File: src/rtl/fifo_wr_gen.sv
// FIFO write-side traffic generator: waits for a synchronised empty flag, then writes an
// incrementing (or, with FIFO_WR_GEN_LFSR_EN defined, optionally LFSR) burst into the FIFO.
module fifo_wr_gen #(
  parameter int DATA_W    = 8,
  parameter int MAX_VAL   = 254,
  parameter int BURST_LEN = 0,
  parameter int CNT_W     = 16
) (
  input  logic              wr_clk,
  input  logic              rst,
  input  logic              enable,
  input  logic              empty,
  input  logic              almost_full,
  input  logic              full,
  input  logic              wr_rst_busy,
`ifdef FIFO_WR_GEN_LFSR_EN
  input  logic              mode,
`endif
  output logic              fifo_wr_en,
  output logic [DATA_W-1:0] fifo_wr_data,
  output logic              burst_done,
  output logic              busy,
  output logic              overflow_err,
  output logic [CNT_W-1:0]  beat_cnt
);

  localparam int BW = (BURST_LEN > 1) ? $clog2(BURST_LEN + 1) : 1;
  localparam logic [DATA_W-1:0] MAXV = DATA_W'(MAX_VAL);

  typedef enum logic [1:0] {IDLE, WAIT_EMPTY, WRITE} state_t;

  state_t            state_q, state_d;
  logic              empty_meta_q, empty_s_q;
  logic              wr_en_q, wr_en_d;
  logic              burst_done_q, burst_done_d;
  logic              ovf_q, ovf_d;
  logic [BW-1:0]     burst_cnt_q, burst_cnt_d;
  logic [CNT_W-1:0]  beat_cnt_q, beat_cnt_d;
  logic [DATA_W-1:0] cnt_q, cnt_d;
  logic              cnt_adv, last_beat;

  // empty comes from the read domain: two flops before the controller sees it
  always_ff @(posedge wr_clk or posedge rst) begin
    if (rst) begin
      empty_meta_q <= 1'b0;
      empty_s_q    <= 1'b0;
    end else begin
      empty_meta_q <= empty;
      empty_s_q    <= empty_meta_q;
    end
  end

  // burst_cnt_q holds beats already written in this burst; current beat is burst_cnt_q+1
  assign last_beat = (BURST_LEN != 0) && (burst_cnt_q == BW'(BURST_LEN - 1));

  always_comb begin
    state_d = state_q;
    if (wr_rst_busy || !enable) begin
      state_d = IDLE;
    end else begin
      case (state_q)
        IDLE:       state_d = WAIT_EMPTY;
        WAIT_EMPTY: if (empty_s_q) state_d = WRITE;
        WRITE:      if (almost_full || last_beat) state_d = WAIT_EMPTY;
        default:    state_d = IDLE;
      endcase
    end
    wr_en_d      = (state_d == WRITE);
    burst_done_d = (state_q == WRITE) && (state_d == WAIT_EMPTY);
    burst_cnt_d  = '0;
    if (state_d == WRITE && wr_en_q) burst_cnt_d = burst_cnt_q + BW'(1);
    beat_cnt_d   = beat_cnt_q;
    if (wr_en_q && beat_cnt_q != '1) beat_cnt_d = beat_cnt_q + CNT_W'(1);
    ovf_d        = ovf_q | (wr_en_q & full);
  end

  always_ff @(posedge wr_clk or posedge rst) begin
    if (rst) begin
      state_q      <= IDLE;
      wr_en_q      <= 1'b0;
      burst_done_q <= 1'b0;
      burst_cnt_q  <= '0;
      beat_cnt_q   <= '0;
      ovf_q        <= 1'b0;
    end else begin
      state_q      <= state_d;
      wr_en_q      <= wr_en_d;
      burst_done_q <= burst_done_d;
      burst_cnt_q  <= burst_cnt_d;
      beat_cnt_q   <= beat_cnt_d;
      ovf_q        <= ovf_d;
    end
  end

`ifdef FIFO_WR_GEN_LFSR_EN
  function automatic logic [31:0] lfsr_taps(input int w);
    case (w)
      2:  return 32'h0000_0003;
      3:  return 32'h0000_0006;
      4:  return 32'h0000_000C;
      5:  return 32'h0000_0014;
      6:  return 32'h0000_0030;
      7:  return 32'h0000_0060;
      8:  return 32'h0000_00B8;
      9:  return 32'h0000_0110;
      10: return 32'h0000_0240;
      11: return 32'h0000_0500;
      12: return 32'h0000_0829;
      13: return 32'h0000_100D;
      14: return 32'h0000_2015;
      15: return 32'h0000_6000;
      16: return 32'h0000_D008;
      24: return 32'h00E1_0000;
      32: return 32'h8020_0003;
      default: return 32'h3 << (w - 2);
    endcase
  endfunction

  localparam logic [DATA_W-1:0] TAPS = DATA_W'(lfsr_taps(DATA_W));

  logic              mode_q;
  logic [DATA_W-1:0] lfsr_q, lfsr_d;

  // mode is frozen for the whole burst; only the selected sequence advances
  always_comb begin
    cnt_adv = wr_en_q && !mode_q;
    lfsr_d  = lfsr_q;
    if (wr_en_q && mode_q) lfsr_d = {lfsr_q[DATA_W-2:0], ^(lfsr_q & TAPS)};
  end

  always_ff @(posedge wr_clk or posedge rst) begin
    if (rst) begin
      mode_q <= 1'b0;
      lfsr_q <= DATA_W'(1);
    end else begin
      if (state_q != WRITE) mode_q <= mode;
      lfsr_q <= lfsr_d;
    end
  end

  assign fifo_wr_data = mode_q ? lfsr_q : cnt_q;
`else
  assign cnt_adv      = wr_en_q;
  assign fifo_wr_data = cnt_q;
`endif

  always_comb begin
    cnt_d = cnt_q;
    if (cnt_adv) cnt_d = (cnt_q == MAXV) ? '0 : cnt_q + DATA_W'(1);
  end

  always_ff @(posedge wr_clk or posedge rst) begin
    if (rst) cnt_q <= '0;
    else     cnt_q <= cnt_d;
  end

  assign fifo_wr_en   = wr_en_q;
  assign busy         = wr_en_q;
  assign burst_done   = burst_done_q;
  assign overflow_err = ovf_q;
  assign beat_cnt     = beat_cnt_q;

endmodule

File: config.mk
export PLATFORM = sky130hd
export DESIGN_NAME = fifo_wr_gen
export DESIGN_NICKNAME = d
export VERILOG_FILES = /design/src/rtl/fifo_wr_gen.sv
export SDC_FILE = /design/constraint.sdc
export NUM_CORES = 1
export LEC_CHECK = 0
export ABC_AREA = 1
export CAP_MARGIN = 0
export CORE_MARGIN = 2
export CORE_UTILIZATION = 35
export CTS_CLUSTER_DIAMETER = 40
export DETAILED_ROUTE_END_ITERATION = 12
export GPL_ROUTABILITY_DRIVEN = 0
export PLACE_DENSITY = 0.64
export RECOVER_POWER = 25
export SYNTH_ARGS = -nofsm -noshare
export SYNTH_HDL_FRONTEND = slang
export SYNTH_SLANG_ARGS = --single-unit
File: constraint.sdc
create_clock -name wr_clk -period 3.25 [get_ports wr_clk]
set_input_delay 0.4875 -clock wr_clk [delete_from_list [all_inputs] [get_ports wr_clk]]
set_output_delay 0.4875 -clock wr_clk [all_outputs]
set_load 0.02 [all_outputs]
==> impl_metrics.yaml <==
outcome:
  status: "finished, violations left"
  violations: "max-capacitance violations, max-slew violations"
placed_design:
  dp.cells: 329
  io_buffers: 34
  dp_hpwl_um: 2790
  dp_slack_ns: 1.56
  dpl-instance-area_um2: 2160
synthesis:
  synth-seq-area-share_pct: 44.2
  yosys_warnings: 0
  yosysUniqueCellTypes: 29
  synth.most_common_cell: "nand2_1"
  async_flop_share_pct: 100
  synth.top_cells.by_count: "nand2_1 (68), dfrtp_1 (31), inv_1 (27)"
  synth_edf_count: 0
  syn_area_um2: 1760
  synth_area_leaders: "dfrtp_1 (44%), nand2_1 (15%), inv_1 (5.8%)"
  yosys.area.top_type_share_pct: 44.2
  synthCells: 230
  ys_seq_elements: 31
  synth-main-ff-cell: "dfrtp_1"
  syn_area_per_cell_um2: 7.64
  syn_nets: 240
  synth_top_area_cell: "dfrtp_1"
pwr:
  vdd_drop_max_uv: 277
  p_total_mw: 1.07
  p_per_area_nw_per_um2: 469
  leakage_nw: 1.01
clock_network:
  clk_latency_ns: 0.29
  ctsResizeCount: 0
  holdBufCountCts: 0
  h-tree-depth: 2
  clockRootBuffer: "clkbuf_8"
  cts_buffers: 5
  cts_setup_buffers: 0
  cts_tree: "done"
  cts_sinks: 31
  cts_buffer_depth: 2
  cts.clk_slew.worst_paths_ns: 0.07
worst_setup_path:
  worstPathMaxFanout: 31
  crit_chain: "dlygate4sd3_1 > inv_1 > clkbuf_1"
  end_kind: "async pin"
  arrival_ns: 2.25
  cpPeakStageDelay_ns: 1.18
  startpoint_type: "input pin"
  r2r_cells: 8
  criticalPathCategory: "input pin to async pin"
  cp_slowest_cell: "clkbuf_1"
  required_ns: 3.35
route:
  vias: 1565
  wire_per_inst_um: 11.1
  vias_per_cell: 4.64
  wirelength_um: 3750
  first_pass_iters: 5
  drtIter0Drc: 178
  drc_errors: 0
  ant_nets: 0
sta:
  max_slew_margin_pct: -9.43
  tightestPinTransition_ns: 1.64
  drv_slew: 32
  timing.fmax_mhz: 465
  finalClockSkew_ns: 0.00235
  hold_viol_final: 0
  hold_slack_ns: 0.354
  setup_tns_ns: 0
  fin_crit_ns: 2.15
  rsz0062_at_grt: "false"
  setup_viol: 0
  finalCritPeriodShare_pct: 66.2
  setup_ws_ns: 1.10
global_route:
  grt_max_degree: 32
  grt_usage_pct: 15.4
  grt_pass1_wl_um: 6490
  antenna_found_initial: 0
  grt_pass1_vias: 1456
  grt_overflow_total: 0
finish:
  final_core_util_pct: 47.5
  drive_gt1_share_pct: 9.26
  finalNonFillerCells: 337
  antennaDiodeCount: 0
  area_delta_synth_final_pct: 29.4
  fin_area_um2: 2270
  fillers: 476
  final_nets: 279
floorplan:
  die_area_um2: 5600
  core_um2: 4790
  pin_count: 35
  rows: 25
  die_h_um: 74.8
  die_w_um: 74.8
  initial_core_util_pct: 36.7
worst_hold_path:
  whs_path_depth: 0
  hp-class: "flip-flop to flip-flop"
run:
  cap_viol_max_count: 1
-- placed cells by master, fill, tap and decap left out, types with 6 or more instances in the layout --
cell | Yosys | layout
nand3_1 | 14 | 14
o21ai_0 | 9 | 9
nand4_1 | 10 | 10
nand2_1 | 68 | 68
dfrtp_1 | 31 | 31
nand3b_1 | 6 | 6
nor2_1 | 26 | 26
nor2_4 | 6 | 6
inv_1 | 27 | 27
clkdlybuf4s50_1 | 0 | 31
-- cell type report --
class                   instances  area [µm²]  share of cell area (%)
clock inverters                 3        43.8                    1.93
flip-flops and latches         31         776                    34.1
repair buffers                 35         344                    15.1
inverters                      31         121                    5.34
clock buffers                   5        68.8                    3.03
well taps                      67        83.8                    3.69
multi-input cells             165         836                    36.8
-- flip-flops by register name (all words and copies together), names as in the netlist --
register / cells
overflow_err: 1
beat_cnt: 16
empty_meta_q: 1
state_q: 2
busy: 1
burst_done: 1
empty_s_q: 1
fifo_wr_data: 8
-- critical path: cells and delay by family --
family / cells / cell delay [ns]
buffers and inverters: 3 / 1.76
-- layer usage --
metal / global-route usage (%) / vias to the layer above / routed length (µm)
met5: 0 / - / 0
met4: 7.74 / 0 / 83
met3: 3.61 / 6 / 99
met2: 23.8 / 20 / 1710
met1: 20.3 / 730 / 1860
li1: - / 809 / -
-- path summary, 6_finish.rpt --
check	slack [ns]	start	endpoint
worst max-delay path	1.10	rst	beat_cnt[13]$_DFFE_PP0P_
worst min-delay path	0.35	empty_meta_q$_DFF_PP0_	empty_s_q$_DFF_PP0_
worst max register to register	1.61	beat_cnt[0]$_DFFE_PP0P_	beat_cnt[2]$_DFFE_PP0P_
worst min register to register	0.35	empty_meta_q$_DFF_PP0_	empty_s_q$_DFF_PP0_
max in group wr_clk	1.26	busy$_DFF_PP0_	fifo_wr_en
min in group asynchronous	1.21	rst	beat_cnt[1]$_DFFE_PP0P_
-- where the power goes --
| group | total (mW) | internal [mW] | switching, mW |
|---|---|---|---|
| registers | 0.473 | 0.421 | 0.0515 |
| logic | 0.208 | 0.0970 | 0.111 |
| clock network | 0.385 | 0.228 | 0.157 |
-- cell families after synthesis --
logic type / after synthesis / share of synthesized area [%]
buffers and inverters: 34 / 8.26
DFF: 31 / 44.2
xor gates and xnor gates: 3 / 1.50
AOI/OAI and AO/OA: 19 / 6.13
adders and majority gates: 3 / 2.14
and+or+nand+nor: 140 / 37.8
No activity file was read; power rests on OpenSTA's default activity.
==> variant (same flow settings) <==
The 3 states of `state_t` get a one-hot encoding in 3 bits.
--- a/src/rtl/fifo_wr_gen.sv
+++ b/src/rtl/fifo_wr_gen.sv
@@ -29,3 +29,3 @@
 
-  typedef enum logic [1:0] {IDLE, WAIT_EMPTY, WRITE} state_t;
+  typedef enum logic [2:0] {IDLE = 3'b001, WAIT_EMPTY = 3'b010, WRITE = 3'b100} state_t;
 
Function: no difference found for any inputs over 10 cycles, from zero or initial values and one cycle with rst high; not proved beyond that.
==> variant against the original RTL <==
  * The run still ends with capacitance limit, slew limit left
  * Cell area up 2.7%
  * Core utilization down 1.8 points
  * Area after synthesis up 5.0%
  * Setup slack worse by 120 ps
  * Global-route usage down 1.2 points
  * Routed wire length down 0.93%
  * Clock power down 16%
  * Total power up 5.1%
  * Fmax down 5.2%
  * Synthesized cell count up 3.0%
  * Register-to-register slack worse by 630 ps
  * Sequential cell count up 1
  * Critical path type is now flop to flop
==> variant: results (changes against the original RTL) <==
[final_layout]
final_cells=346  ; +2.7%
fillers=523  ; +9.9%
layout-drive-gt1-share_pct=12.0  ; +2.7 points
utilization_pct=45.7  ; -1.8 points
nets=285  ; +2.2%

[placement]
dpl.hpwl_um=2790  ; about the same
dp.cells=338  ; +2.7%
placed_cell_area_mm2=0.00224  ; +3.7%
pre_cts_slack_ps=968  ; -592 ps

[detailed_routing]
met1Wirelength_um=1750  ; -5.8%
drt_first_pass_iters=4  ; -1
vias=1578  ; +0.83%
route.met3.wl_um=126  ; +27%
first_iter_violations=85  ; -52%
route.met2.wl_um=1780  ; +4.0%

[status]
status=finished, violations left
violations=capacitance limit, slew limit

[global_route]
use_met3_pct=3.44  ; -0.18 points
use_met1_pct=17.9  ; -2.4 points
grt_pass1_wl_um=6680  ; +2.9%
grt_max_degree=33  ; +3.1%
grt_pass1_vias=1475  ; +1.3%
grt.total_usage_pct=14.2  ; -1.2 points
grtUsageMet2_pct=24.0  ; +0.20 points

[timing]
timing.final.ws_setup_ps=979  ; -118 ps
slew_violations=33  ; +3.1%
skew_ps=8.81  ; +6.46 ps
slew_headroom_pct=-12.5  ; -3.1 points

[power]
irDropWorstVdd_uv=300  ; +8.4%
switchingPower_mw=0.372  ; +17%
p_leak_nw=1.07  ; +5.7%

[logic_synthesis]
post_synth_num_cell_types=30  ; +3.4%
synth_commonest_cells=77 x nand2_1, 31 x dfrtp_1, 27 x inv_1
yosys.area_share.xor_xnor_pct=3.32  ; +1.8 points
netlist_instances=237  ; +3.0%
ys_seq_area_share_pct=43.5  ; -0.67 points
synthAdderAreaFrac_pct=2.04  ; -0.10 points
synth_compound_area_share_pct=8.01  ; +1.9 points
synth.area.top_cells=dfrtp_1 42%, nand2_1 16%, inv_1 5.5%

[worst_setup_path]
startpoint=beat_cnt[0]
cp.arrival_ps=2480  ; +230 ps
critPathMaxFanout=22  ; -29%
cp_slowest_cell=nor2_2
cpPeakStageDelay_ps=870  ; -310 ps
setup.worst_path.end=beat_cnt[12]
path_delay_family=simple AND/OR/NAND/NOR gates

[run]
drv_cap=1  ; unchanged

-- variant: final cells by class --
| class | count | area share, % |
|---|---|---|
| Clock buffer | 7 | 3.70 |
| Clock inverter | 1 | 0.322 |
| Inverter | 29 | 4.66 |
| Multi-Input combinational cell | 172 | 38.5 |
| Sequential cell | 32 | 34.4 |
| Tap cell | 70 | 3.75 |
| Timing Repair Buffer | 35 | 14.7 |
-- variant: power groups by stage --
stage	registers (mW)	logic [mW]	clock network, mW
final	0.510	0.287	0.323
after global routing	0.523	0.320	0.349
after CTS	0.511	0.293	0.333
after detailed placement	0.518	0.290	0
after global placement	0.515	0.288	0
after floorplan	0.560	0.121	0
-- variant: worst min-delay path by stage --
stage	cells after the start	endpoint	from	slack (ps)
after CTS	0	empty_s_q	empty_meta_q	350
after detailed placement	0	empty_s_q	empty_meta_q	340
after global placement	0	empty_s_q	empty_meta_q	330
after global routing	0	empty_s_q	empty_meta_q	370
after floorplan	0	empty_s_q	empty_meta_q	330
final	0	empty_s_q	empty_meta_q	350
